### config.mk
export PLATFORM = sky130hd
export DESIGN_NAME = mem_block_reader
export DESIGN_NICKNAME = d
export VERILOG_FILES = /design/src/rtl/mem_block_reader.sv
export SDC_FILE = /design/constraint.sdc
export NUM_CORES = 1
export LEC_CHECK = 0
export ABC_CLOCK_PERIOD_IN_PS = 2600
export CORE_ASPECT_RATIO = 1.75
export CORE_MARGIN = 5
export CORE_UTILIZATION = 50
export CTS_CLUSTER_SIZE = 12
export DETAILED_ROUTE_END_ITERATION = 7
export PLACE_DENSITY = 0.84
export REMOVE_ABC_BUFFERS = 1
export SYNTH_ARGS = -nofsm -noshare
export SYNTH_HDL_FRONTEND = slang
export SYNTH_SLANG_ARGS = --single-unit
### constraint.sdc
create_clock -name clk -period 2.6 [get_ports clk]
set_input_delay 0.52 -clock clk [delete_from_list [all_inputs] [get_ports clk]]
set_output_delay 0.52 -clock clk [all_outputs]
set_load 0.01 [all_outputs]
### src/rtl/mem_block_reader.sv
// Streams n = min(num_words, DEPTH) memory words in address order to a valid/ack consumer.
// First word is valid 3 cycles after accept, then 1 word/cycle; a 2-entry skid buffer absorbs ack stalls.
module mem_block_reader #(
  parameter int DATA_W = 32,
  parameter int ADDR_W = 6,
  parameter int DEPTH  = 64
) (
  input  logic              clk,
  input  logic              rst,
  input  logic              EN_blockRead,
  input  logic [ADDR_W:0]   num_words,
  output logic              RDY_blockRead,
  output logic              DONE_blockRead,
  output logic              EN_readMem,
  output logic [ADDR_W-1:0] readMem_addr,
  input  logic [DATA_W-1:0] readMem_val,
  output logic              VALID_memVal,
  output logic [DATA_W-1:0] memVal_data,
  input  logic              ACK_memVal
);
  localparam int CW = ADDR_W + 1;
  localparam logic [CW-1:0] DEPTH_C = CW'(DEPTH);
  localparam logic [CW-1:0] ONE_C   = CW'(1);

  typedef enum logic [1:0] {S_IDLE, S_READ, S_DRAIN} state_t;

  state_t            r_state, w_state_nxt;
  logic [CW-1:0]     r_n, r_issue;
  logic              r_inflight, r_zero_done;
  logic [DATA_W-1:0] r_buf0, r_buf1;
  logic [1:0]        r_cnt;
  logic [CW-1:0]     w_n_clamped;
  logic [2:0]        w_load;
  logic              w_accept, w_issue, w_pop, w_drained;

  assign w_n_clamped = (num_words > DEPTH_C) ? DEPTH_C : num_words;
  assign RDY_blockRead = (r_state == S_IDLE);
  assign w_accept      = RDY_blockRead && EN_blockRead;
  assign VALID_memVal  = (r_cnt != 2'd0);
  assign memVal_data   = r_buf0;
  assign w_pop         = VALID_memVal && ACK_memVal;

  // Slots committed after this cycle: buffered + word on the bus + this issue, minus a word leaving now.
  assign w_load     = {1'b0, r_cnt} + {2'b00, r_inflight} + 3'd1;
  assign w_issue    = (r_state == S_READ) && (w_load <= (3'd2 + {2'b00, w_pop}));
  assign EN_readMem   = w_issue;
  assign readMem_addr = r_issue[ADDR_W-1:0];

  assign w_drained      = (r_state == S_DRAIN) && (r_cnt == 2'd0) && !r_inflight;
  assign DONE_blockRead = w_drained || r_zero_done;

  always_comb begin
    w_state_nxt = r_state;
    unique case (r_state)
      S_IDLE:  if (w_accept && (w_n_clamped != '0)) w_state_nxt = S_READ;
      S_READ:  if (w_issue && ((r_issue + ONE_C) == r_n)) w_state_nxt = S_DRAIN;
      S_DRAIN: if (w_drained) w_state_nxt = S_IDLE;
      default: w_state_nxt = S_IDLE;
    endcase
  end

  always_ff @(posedge clk) begin
    if (rst) begin
      r_state     <= S_IDLE;
      r_n         <= '0;
      r_issue     <= '0;
      r_inflight  <= 1'b0;
      r_zero_done <= 1'b0;
      r_cnt       <= 2'd0;
      r_buf0      <= '0;
      r_buf1      <= '0;
    end else begin
      r_state     <= w_state_nxt;
      r_inflight  <= w_issue;
      r_zero_done <= w_accept && (w_n_clamped == '0);
      if (w_accept) begin
        r_n     <= w_n_clamped;
        r_issue <= '0;
      end else if (w_issue) begin
        r_issue <= r_issue + ONE_C;
      end
      // Capture and pop in the same cycle keep occupancy; the head always holds the oldest word.
      case ({r_inflight, w_pop})
        2'b10: begin
          if (r_cnt == 2'd0) r_buf0 <= readMem_val;
          else               r_buf1 <= readMem_val;
          r_cnt <= r_cnt + 2'd1;
        end
        2'b01: begin
          r_buf0 <= r_buf1;
          r_cnt  <= r_cnt - 2'd1;
        end
        2'b11: begin
          if (r_cnt == 2'd1) begin
            r_buf0 <= readMem_val;
          end else begin
            r_buf0 <= r_buf1;
            r_buf1 <= readMem_val;
          end
        end
        default: ;
      endcase
    end
  end
endmodule

==> parameters.txt, run 1 <==
Parameter                              Value

Yosys
  Xor and xnor area share after synthesis    0.0384
  Fraction of the mapped netlist area in adder cells    0.0309
  Dominant combinational cell family by area after synthesis    compound AO/OA/AOI/OAI gates
  Area share of the leading cell type in the synthesized netlist    0.461
  Top cell type by total area after synthesis    sky130_fd_sc_hd__dfxtp_1
  Mean cell area of the mapped netlist    8.56 um^2
  Warning count from the yosys run    0
  Synth top cells by count    sky130_fd_sc_hd__dfxtp_1 (84), sky130_fd_sc_hd__nand2_1 (71), sky130_fd_sc_hd__nor2_1 (51), sky130_fd_sc_hd__a21oi_1 (34), sky130_fd_sc_hd__a211oi_1 (33)
  FFs w/ async S/R, synth    0
  Netlist Area Pre-Place    3640 um^2
  Most numerous cell in the Yosys netlist    sky130_fd_sc_hd__dfxtp_1
  Dominant register cell in the synthesized netlist    sky130_fd_sc_hd__dfxtp_1
  Count of flip-flops with a built-in enable after synthesis    0
  Post-Synth Simple-Gate Area    0.173
  Fraction of the yosys area taken by sequential cells    0.461
  Number of unique standard cell types used by synthesis    46
  Synthesized-area fraction occupied by ao, oa, aoi and oai cells    0.235
  Synthesized instance count    426
  Area contributors post-synth    sky130_fd_sc_hd__dfxtp_1 (46%), sky130_fd_sc_hd__nand2_1 (7.3%), sky130_fd_sc_hd__a211oi_1 (6.8%)
  Post-synthesis mux area share    0.00549
  Yosys reg bits    84

Global routing
  Vias in the first global route    3256
  Met2 capacity usage during global routing    0.366
  Total overflow reported by the global router    0
  Fraction of met3 tracks used by global routing    0.0521
  Antenna violations before repair    0
  Top Usage Layer GRT    met2
  Largest net degree at the start of global routing    62
  All-Layer GR Usage    0.204
  Global-route wire length before repair    14600 um
  Global Route met1 Usage    0.215

STA
  Hold Worst Slack    0.454 ns
  Setup repair after global routing missed its margin    yes
  Final count of pins violating max slew    0
  Worst relative slew slack    0.551
  Fmax    394 MHz
  Pin slew with the least headroom to its limit    0.671 ns
  Final hold violation count    0
  Clock skew after layout    0.00494 ns
  Endpoints failing setup    0
  Final worst path period share    0.975
  Final min period    2.54 ns

Placement
  Count of buffers from port buffering    84
  Total cell area at the placement stage    4580 um^2
  Detailed Place HPWL    6400 um
  GP Congestion    0.947

Power and ir drop
  VDD IR-drop max    0.000744 V
  Share of total power consumed by net switching    0.344
  Register share of total power    0.349
  Combinational power share    0.413
  Sw Pwr    1.83 mW
  Power per cell area    1090 nW/um^2
  Leakage power total    1.80 nW
  Clock network power share    0.238
  Cell internal power dissipation    3.48 mW

Detailed routing
  DRC violation count after routing    0
  Routed wirelength normalized by instance count    15.6 um
  Final wirelength    9190 um
  Ratio of routed vias to standard cells    5.62
  Via count    3304
  Remaining antenna violation count    0
  First-pass DRT Iterations    4
  Number of DRC violations after detailed-routing iteration 0    249

Floorplan
  Initial Utilization    0.507
  Total die area    9160 um^2
  Vertical die dimension    123 um
  Core region area    7180 um^2
  Die width    74.5 um
  Num ports    85
  Placement row count    41

Clock tree
  Inserted Clock Buffers    9
  Clk_lat worst skew    0.33 ns
  TritonCTS clock tree    yes
  Library cell used as clock root buffer    sky130_fd_sc_hd__clkbuf_16
  H-Tree Depth    3
  Number of buffers on the longest clock path    2
  Post-cts hold buffer count    0
  Clock-pin slew on the worst setup and hold paths    0.06 ns
  # clock sinks    84

Worst setup path
  Worst setup EP type    output pin
  Required time reported for the critical path endpoint    2.08 ns
  Start point of the critical path    r_cnt[0]$_SDFFE_PP0P_
  Ordered cell list for the critical path    inv_1, ha_1, inv_2, buf_4, nor2_1, a31o_2, clkdlybuf4s50_1
  WP data arrival    2.02 ns
  Path type of the worst setup path    register to output pin
  Critical Path Source Type    register
  Library cell contributing the largest single delay on the critical path    sky130_fd_sc_hd__clkdlybuf4s50_1
  Maximum fanout along the worst path    3
  Startpoint of the most critical register-to-register path    r_cnt[0]$_SDFFE_PP0P_
  CP max stage delay    0.53 ns

Cells and area
  Finished layout cell area    4870 um^2
  Number of nets in the layout    549
  Final-layout fill cell count    597
  Seq. cell area    1680 um^2
  Area used by multi-input combinational logic    1780 um^2
  Share of layout cells above drive strength 1    0.0837
  P&R area growth vs syn    33.6%
  Diode insertion count for antenna repair    0

Worst hold path
  Startpoint of the worst hold path    r_buf1[21]$_SDFFE_PP0P_
  Path category of the worst min-delay check    register to register

Status
  Outcome    complete, no violations

Flow run
  Max-cap viol count    0
[power by group through the flow]
| stage | sequential [mW] | clock [mW] | combinational (mW) |
|---|---|---|---|
| detailed placement | 1.88 | 0 | 2.21 |
| floorplan | 1.94 | 0 | 1.08 |
| CTS | 1.85 | 1.28 | 2.22 |
| finish | 1.85 | 1.26 | 2.19 |
| global placement | 1.85 | 0 | 2.16 |
| global route | 1.88 | 1.33 | 2.42 |
[registers in the layout (all words and copies together), names as in the netlist]
name / flops
r_zero_done: 1
r_n: 7
r_cnt: 2
r_inflight: 1
r_buf1: 32
r_state: 2
r_issue: 7
memVal_data: 32
[critical path, delay by kind of cell (launching register included)]
kind,cells,cell delay [ns]
buffers and inverters,4,0.81
adders and majority gates,1,0.18
and+or+nand+nor,1,0.16
DFF,1,0.34
AOI/OAI and AO/OA,1,0.19
[cells in the final DEF (no fill, tap or decap), types with 2 or more instances in the layout]
cell type	Yosys	routed
sky130_fd_sc_hd__dfxtp_1	84	84
sky130_fd_sc_hd__clkdlybuf4s50_1	0	82
sky130_fd_sc_hd__nand2_1	71	71
sky130_fd_sc_hd__nor2_1	51	51
sky130_fd_sc_hd__a211oi_1	33	33
sky130_fd_sc_hd__a21oi_1	34	33
sky130_fd_sc_hd__a22oi_1	32	32
sky130_fd_sc_hd__xor2_1	10	10
sky130_fd_sc_hd__inv_1	9	9
sky130_fd_sc_hd__ha_1	9	9
sky130_fd_sc_hd__clkbuf_16	0	9
sky130_fd_sc_hd__buf_4	6	8
sky130_fd_sc_hd__xnor2_1	6	6
sky130_fd_sc_hd__nand3_1	5	5
sky130_fd_sc_hd__a22o_1	5	5
sky130_fd_sc_hd__o21ai_0	4	4
sky130_fd_sc_hd__nand4_1	4	4
sky130_fd_sc_hd__buf_12	0	4
sky130_fd_sc_hd__nand2b_1	2	2
sky130_fd_sc_hd__a211oi_2	2	2
sky130_fd_sc_hd__or4_4	2	2
sky130_fd_sc_hd__mux2i_1	2	2
sky130_fd_sc_hd__clkbuf_1	28	2
sky130_fd_sc_hd__clkinv_2	0	2
[layer usage]
layer,vias to the layer above,share of wire
li1,1638,-
met1,1544,0.37
met2,103,0.53
met3,19,0.066
met4,0,0.026
met5,-,0
[kinds of logic (layout without fill, tap and decap cells)]
family,count (synthesis),after routing
xor gates and xnor gates,16,16
adders and majority gates,9,9
muxes,2,2
and+or+nand+nor,146,146
DFF,84,84
buffers and inverters,46,122
AOI/OAI and AO/OA,123,123
[through the flow]
stage / util / cells / TNS (ns) / setup WS (ns) / power [mW]
after global routing: 0.678 / 588 / -0.0319 / -0.0319 / 5.63
after CTS: 0.679 / 588 / 0 / 0.0326 / 5.35
after floorplan: - / 390 / -20.80 / -0.557 / 3.03
after detailed placement: 0.638 / 572 / -0.244 / -0.132 / 4.09
final: 0.678 / 588 / 0 / 0.0639 / 5.30
after global placement: 0.638 / 572 / -0.161 / -0.0985 / 4.01
[final timing paths]
kind	to	slack, ns	cells past startpoint
max	DONE_blockRead	0.06	7
min	r_buf1[21]$_SDFFE_PP0P_	0.45	2
max reg2reg	memVal_data[1]$_SDFFE_PP0P_	0.41	12
min reg2reg	r_buf1[21]$_SDFFE_PP0P_	0.45	2
[cell type report]
| class | count | share of cell area |
|---|---|---|
| Clock buffer | 12 | 0.0506 |
| Clock inverter | 4 | 0.0100 |
| Inverter | 10 | 0.00771 |
| Multi-Input combinational cell | 296 | 0.365 |
| Sequential cell | 84 | 0.345 |
| Tap cell | 86 | 0.0221 |
| Timing Repair Buffer | 96 | 0.199 |
[what timing repair did]
action	in CTS	in global routing
setup endpoints to repair	1	2
hold endpoints to repair	0	0
resized for setup	1	2
buffers inserted	0	0
Note: power is estimated with default switching activity, not from simulation.
==> inputs of run 2 (changes only) <==
--- a/config.mk
+++ b/config.mk
@@ -7,7 +7,7 @@
 export LEC_CHECK = 0
 export ABC_CLOCK_PERIOD_IN_PS = 2600
 export CORE_ASPECT_RATIO = 1.75
-export CORE_MARGIN = 5
+export CORE_MARGIN = 2
 export CORE_UTILIZATION = 50
 export CTS_CLUSTER_SIZE = 12
 export DETAILED_ROUTE_END_ITERATION = 7
==> run 2 against run 1 <==
  * Final cell count is 0.17% higher
  * Design area is 1.0% higher
  * First-iteration DRC count is 8.8% higher
  * Worst setup slack better by 0.050 ns
  * Routed wire length is 2.3% lower
==> parameters.txt, run 2 (same netlist as run 1, synthesis figures left out) <==
Parameter                              Value

Worst setup path
  Startpoint of the most critical register-to-register path    r_cnt[0]$_SDFFE_PP0P_
  Required time reported for the critical path endpoint    2.08 ns (about the same)
  WP data arrival    1.97 ns (-0.05 ns)
  Worst reg-to-reg path cell count    12 (unchanged)
  Critical Path Source Type    register
  Maximum fanout along the worst path    4 (+1)
  Reg2Reg Capture Point    memVal_data[19]$_SDFFE_PP0P_
  Start point of the critical path    r_cnt[1]$_SDFFE_PP0P_
  Worst setup EP type    output pin
  Register-to-Register Setup Slack    0.37 ns (-0.04 ns)
  Capturing element of the worst setup path    DONE_blockRead
  Path type of the worst setup path    register to output pin

Power and ir drop
  Register share of total power    0.340 (-0.009)
  Total Power    5.44 mW (+2.6%)
  Cell internal power dissipation    3.59 mW (+3.4%)
  Clock network power share    0.258 (+0.020)
  VDD IR-drop max    0.000768 V (+3.2%)
  Power per cell area    1110 nW/um^2 (+1.6%)
  Leakage power total    1.81 nW (+0.87%)
  Sw Pwr    1.85 mW (+1.2%)
  Combinational power share    0.402 (-0.011)
  Share of total power consumed by net switching    0.340 (-0.00483)

Placement
  Total cell area at the placement stage    4590 um^2 (+0.16%)
  Cell Count Post-Placement    573 (+0.17%)
  Count of buffers from port buffering    84 (unchanged)
  Pre-CTS WS    -0.118 ns (+0.0139 ns)
  GP Congestion    0.850 (-10%)
  Detailed Place HPWL    6090 um (-4.9%)

Detailed routing
  Remaining antenna violation count    0 (unchanged)
  Via count    3333 (+0.88%)
  Routed wirelength normalized by instance count    15.2 um (-2.4%)
  Final wirelength    8980 um (-2.3%)
  First-pass DRT Iterations    5 (+1)
  DRC violation count after routing    0 (unchanged)
  Ratio of routed vias to standard cells    5.66 (+0.71%)
  Number of DRC violations after detailed-routing iteration 0    271 (+8.8%)

STA
  Final worst path period share    0.956 (-0.0194)
  Pin slew with the least headroom to its limit    0.861 ns (+0.190 ns)
  Hold Worst Slack    0.452 ns (-0.00154 ns)
  Worst relative slew slack    0.424 (-0.127)
  Setup repair after global routing missed its margin    no
  Fmax    402 MHz (+2.0%)
  Final min period    2.49 ns (-0.0505 ns)
  Final worst setup slack    0.114 ns (+0.0505 ns)
  Endpoints failing setup    0 (unchanged)
  Clock skew after layout    0.00530 ns (+0.000356 ns)
  Final hold violation count    0 (unchanged)
  Final count of pins violating max slew    0 (unchanged)
  Setup Total Neg Slack    0 ns (unchanged)

Global routing
  Global Route met1 Usage    0.251 (+0.0367)
  Vias in the first global route    3092 (-5.0%)
  Antenna violations before repair    0 (unchanged)
  Total overflow reported by the global router    0 (unchanged)
  Largest net degree at the start of global routing    35 (-44%)
  Top Usage Layer GRT    met2
  All-Layer GR Usage    0.232 (+0.0276)
  Fraction of met3 tracks used by global routing    0.0707 (+0.0187)
  Met2 capacity usage during global routing    0.406 (+0.0408)
  Global-route wire length before repair    14000 um (-4.3%)

Cells and area
  Finished layout cell area    4920 um^2 (+1.0%)
  P&R area growth vs syn    35.0%
  Diode insertion count for antenna repair    0 (unchanged)
  Number of nets in the layout    550 (+0.18%)
  Post-layout util    0.690 (+0.0119)
  Most frequent cells in the layout    sky130_fd_sc_hd__dfxtp_1 (83), sky130_fd_sc_hd__clkdlybuf4s50_1 (82), sky130_fd_sc_hd__nand2_1 (71)
  Final-layout fill cell count    557 (-6.7%)
  Most common cell after layout, fill and taps aside    sky130_fd_sc_hd__dfxtp_1
  Share of layout cells above drive strength 1    0.0915 (+0.00779)
  Number of standard cells in the final layout excluding fillers    589 (+0.17%)

Clock tree
  Number of buffers on the longest clock path    2 (unchanged)
  H-Tree Depth    3 (unchanged)
  TritonCTS clock tree    yes
  Post-cts hold buffer count    0 (unchanged)
  Inserted Clock Buffers    9 (unchanged)
  Clk_lat worst skew    0.34 ns (about the same)
  Library cell used as clock root buffer    sky130_fd_sc_hd__clkbuf_16
  Clock-pin slew on the worst setup and hold paths    0.06 ns (about the same)
  # clock sinks    84 (unchanged)

Floorplan
  Placement row count    41 (unchanged)
  Vertical die dimension    117 um (-4.9%)
  Initial Utilization    0.511 (+0.00365)
  Num ports    85 (unchanged)
  Core region area    7130 um^2 (-0.71%)
  Total die area    8020 um^2 (-13%)
  Die width    68.5 um (-8.0%)

Flow run
  Max-cap viol count    0 (unchanged)

Worst hold path
  Startpoint of the worst hold path    r_buf1[23]$_SDFFE_PP0P_
  Path category of the worst min-delay check    register to register

Status
  Outcome    complete, no violations
run 2: timing repair:
action                                  CTS  global route
endpoints found under the setup margin    1             1
gates resized for setup                   1             3
setup buffers                             0             0
run 2: layout make-up:
class	count	area, um^2	area share
inverter	10	37.5	0.00763
clock buffer	11	253	0.0514
sequential	84	1680	0.342
timing repair buffer	97	978	0.199
clock inverter	5	83.8	0.0170
tap	86	108	0.0219
multi-input combinational	296	1780	0.361
run 2: power groups by stage:
stage	Clock [mW]	Sequential (mW)	Combinational (mW)
2_1_floorplan	0	1.94	1.08
3_3_place_gp	0	1.86	2.15
3_5_place_dp	0	1.87	2.20
4_1_cts	1.43	1.85	2.21
5_1_grt	1.47	1.89	2.42
6_report	1.40	1.85	2.19
run 2: worst min-delay path by stage:
stage / slack (ns) / to / cells past startpoint
4_1_cts: 0.46 / r_buf1[13]$_SDFFE_PP0P_ / 2
6_report: 0.45 / r_buf1[23]$_SDFFE_PP0P_ / 2
3_5_place_dp: 0.45 / r_buf1[13]$_SDFFE_PP0P_ / 2
3_3_place_gp: 0.44 / r_buf1[23]$_SDFFE_PP0P_ / 2
2_1_floorplan: 0.43 / r_buf1[0]$_SDFFE_PP0P_ / 2
5_1_grt: 0.47 / r_buf1[21]$_SDFFE_PP0P_ / 2
run 2: routing by layer:
layer  wire [um]  part of all wire  vias up
li1            -                 -     1644
met1        3560              0.40     1582
met2        4800              0.53       95
met3         481             0.054       12
met4         147             0.016        0
met5           0                 0        -
run 2: worst max-delay path: stages (launching register included):
cell	delay, ns
sky130_fd_sc_hd__dfxtp_1	0.31
sky130_fd_sc_hd__inv_1	0.10
sky130_fd_sc_hd__ha_1	0.20
sky130_fd_sc_hd__inv_2	0.08
sky130_fd_sc_hd__nor2_1	0.21
sky130_fd_sc_hd__a31o_2	0.20
sky130_fd_sc_hd__clkdlybuf4s50_1	0.53
==> inputs of run 3 (changes only) <==
--- a/config.mk
+++ b/config.mk
@@ -6,11 +6,13 @@
 export NUM_CORES = 1
 export LEC_CHECK = 0
 export ABC_CLOCK_PERIOD_IN_PS = 2600
+export CAP_MARGIN = 20
 export CORE_ASPECT_RATIO = 1.75
 export CORE_MARGIN = 2
 export CORE_UTILIZATION = 50
 export CTS_CLUSTER_SIZE = 12
 export DETAILED_ROUTE_END_ITERATION = 7
+export GPL_TIMING_DRIVEN = 0
 export PLACE_DENSITY = 0.84
 export REMOVE_ABC_BUFFERS = 1
 export SYNTH_ARGS = -nofsm -noshare
==> run 3 against run 2 <==
  * Combinational power increased by 3%
  * Clock skew increased by 0.0010 ns
  * Die area unchanged
  * First-iteration DRC count decreased by 12%
  * Critical path type unchanged
  * Utilization decreased by 0.23 points
  * Sequential cell count unchanged
  * Sequential power about the same
==> parameters.txt, run 3 (same netlist as run 1, synthesis figures left out) <==
Parameter                              Value

Cells and area
  Seq. cell area    1680 um^2 (unchanged)
  Post-layout util    0.688 (-0.00228)
  Most frequent cells in the layout    sky130_fd_sc_hd__dfxtp_1 (83), sky130_fd_sc_hd__clkdlybuf4s50_1 (82), sky130_fd_sc_hd__nand2_1 (70)
  P&R area growth vs syn    34.5%
  Final-layout fill cell count    577 (+3.6%)
  Most common cell after layout, fill and taps aside    sky130_fd_sc_hd__dfxtp_1
  Share of layout cells above drive strength 1    0.0900 (-0.00145)
  Finished layout cell area    4900 um^2 (-0.33%)
  Area used by multi-input combinational logic    1810 um^2 (+2.0%)
  Diode insertion count for antenna repair    0 (unchanged)
  Number of nets in the layout    547 (-0.55%)

Worst setup path
  Critical Path Source Type    register
  Startpoint of the most critical register-to-register path    r_cnt[0]$_SDFFE_PP0P_
  Maximum fanout along the worst path    4 (unchanged)
  Largest delay share family, worst path    adder cells
  Sum of buffers and inverters on the critical path    4 (+1)
  Ordered cell list for the critical path    inv_1, ha_1, inv_2, nand2_2, inv_1, ha_1, nor2_2, a211oi_4, clkbuf_2
  CP max stage delay    0.32 ns (-0.21 ns)
  Register-to-Register Setup Slack    0.20 ns (-0.17 ns)
  Worst setup EP type    output pin
  Library cell contributing the largest single delay on the critical path    sky130_fd_sc_hd__dfxtp_1
  Path type of the worst setup path    register to output pin
  Reg2Reg Capture Point    memVal_data[19]$_SDFFE_PP0P_
  WP data arrival    1.97 ns (about the same)
  Worst reg-to-reg path cell count    11 (-1)
  Required time reported for the critical path endpoint    2.08 ns (about the same)

Floorplan
  Total die area    8020 um^2 (unchanged)
  Initial Utilization    0.511 (unchanged)
  Vertical die dimension    117 um (unchanged)
  Num ports    85 (unchanged)
  Core region area    7130 um^2 (unchanged)
  Die width    68.5 um (unchanged)
  Placement row count    41 (unchanged)

Flow run
  Max-cap viol count    0 (unchanged)

Global routing
  Fraction of met3 tracks used by global routing    0.0449 (-0.0258)
  Met2 capacity usage during global routing    0.424 (+0.0179)
  All-Layer GR Usage    0.230 (-0.00208)
  Total overflow reported by the global router    0 (unchanged)
  Global-route wire length before repair    14000 um (about the same)
  Vias in the first global route    3152 (+1.9%)
  Top Usage Layer GRT    met2
  Antenna violations before repair    0 (unchanged)
  Global Route met1 Usage    0.239 (-0.0120)
  Largest net degree at the start of global routing    39 (+11%)

Clock tree
  Number of buffers on the longest clock path    2 (unchanged)
  Clock-pin slew on the worst setup and hold paths    0.06 ns (about the same)
  H-Tree Depth    3 (unchanged)
  # clock sinks    84 (unchanged)
  Inserted Clock Buffers    9 (unchanged)
  Library cell used as clock root buffer    sky130_fd_sc_hd__clkbuf_16
  TritonCTS clock tree    yes
  Clk_lat worst skew    0.32 ns (-0.02 ns)

STA
  Fmax    402 MHz (-0.15%)
  Pin slew with the least headroom to its limit    0.808 ns (-0.0534 ns)
  Final hold violation count    0 (unchanged)
  Final worst path period share    0.957 (+0.00148)
  Final worst setup slack    0.111 ns (-0.00385 ns)
  Setup repair after global routing missed its margin    no
  Clock skew after layout    0.00634 ns (+0.00104 ns)
  Endpoints failing setup    0 (unchanged)
  Final count of pins violating max slew    0 (unchanged)
  Final min period    2.49 ns (+0.00385 ns)
  Worst relative slew slack    0.460 (+0.0358)

Power and ir drop
  Leakage power total    1.79 nW (-1.4%)
  VDD IR-drop max    0.000626 V (-18%)
  Total Power    5.30 mW (-2.7%)
  Power per cell area    1080 nW/um^2 (-2.4%)

Detailed routing
  Remaining antenna violation count    0 (unchanged)
  Number of DRC violations after detailed-routing iteration 0    238 (-12%)
  Routed wirelength normalized by instance count    15.0 um (-1.8%)
  Via count    3281 (-1.6%)
  First-pass DRT Iterations    4 (-1)
  DRC violation count after routing    0 (unchanged)
  Ratio of routed vias to standard cells    5.60 (-1.1%)
  Final wirelength    8770 um (-2.3%)

Placement
  Total cell area at the placement stage    4550 um^2 (-0.76%)
  Count of buffers from port buffering    84 (unchanged)
  GP Congestion    0.860 (+1.1%)
  Detailed Place HPWL    6180 um (+1.5%)
  Pre-CTS WS    -0.750 ns (-0.632 ns)

Worst hold path
  End point of the worst hold path    r_buf1[26]$_SDFFE_PP0P_
  Hold depth    2 (unchanged)
  Path category of the worst min-delay check    register to register
  Startpoint of the worst hold path    r_buf1[26]$_SDFFE_PP0P_

Status
  Outcome    complete, no violations
-- run 3: where the power goes --
part | total, mW | internal (mW) | switching (mW)
sequential | 1.84 | 1.64 | 0.204
combinational | 2.25 | 1.09 | 1.16
clock | 1.20 | 0.724 | 0.477
-- run 3: per-layer routing --
layer,up-vias,routed length [um],part of all wire
met5,-,0,0
met4,0,216,0.025
met3,16,386,0.044
met2,82,4790,0.55
met1,1550,3370,0.38
li1,1633,-,-
-- run 3: tightest hold or removal path, stage by stage (launching register included) --
cell and delay, ns:
sky130_fd_sc_hd__dfxtp_1 0.30, sky130_fd_sc_hd__nand2_1 0.05, sky130_fd_sc_hd__a21oi_1 0.05
-- run 3: worst max-delay path by stage --
stage / start / endpoint / slack, ns / depth (start not counted)
after floorplan: r_cnt[0]$_SDFFE_PP0P_ / memVal_data[0]$_SDFFE_PP0P_ / -0.56 / 5
after global placement: r_cnt[0]$_SDFFE_PP0P_ / memVal_data[22]$_SDFFE_PP0P_ / -1.49 / 5
after detailed placement: ACK_memVal / EN_readMem / -0.75 / 7
after CTS: r_cnt[0]$_SDFFE_PP0P_ / EN_readMem / 0.005 / 9
after global routing: r_cnt[1]$_SDFFE_PP0P_ / EN_readMem / 0.007 / 9
final: r_cnt[1]$_SDFFE_PP0P_ / EN_readMem / 0.11 / 9
-- run 3: per-stage QoR --
step / setup TNS, ns / hold slack (ns) / instances
after global routing: 0 / 0.470 / 586
after floorplan: -20.80 / 0.430 / 390
after global placement: -104.27 / 0.441 / 560
after detailed placement: -19.53 / 0.446 / 566
final: 0 / 0.451 / 586
after CTS: 0 / 0.454 / 584
-- run 3: layout make-up --
class | count | area share
well taps | 86 | 0.0219
inverters | 10 | 0.00766
clock inverters | 3 | 0.00408
multi-input cells | 296 | 0.369
clock buffers | 13 | 0.0551
flip-flops and latches | 84 | 0.343
repair buffers | 94 | 0.199
-- run 3: timing repair --
| action | in CTS | in global routing |
|---|---|---|
| cloned | 0 | 0 |
| endpoints found under the hold margin | 0 | 0 |
| gates resized for setup | 8 | 3 |
| setup endpoints to repair | 52 | 16 |
| pin swaps | 2 | 0 |
| setup buffers | 2 | 2 |
| hold buffers | 0 | 0 |
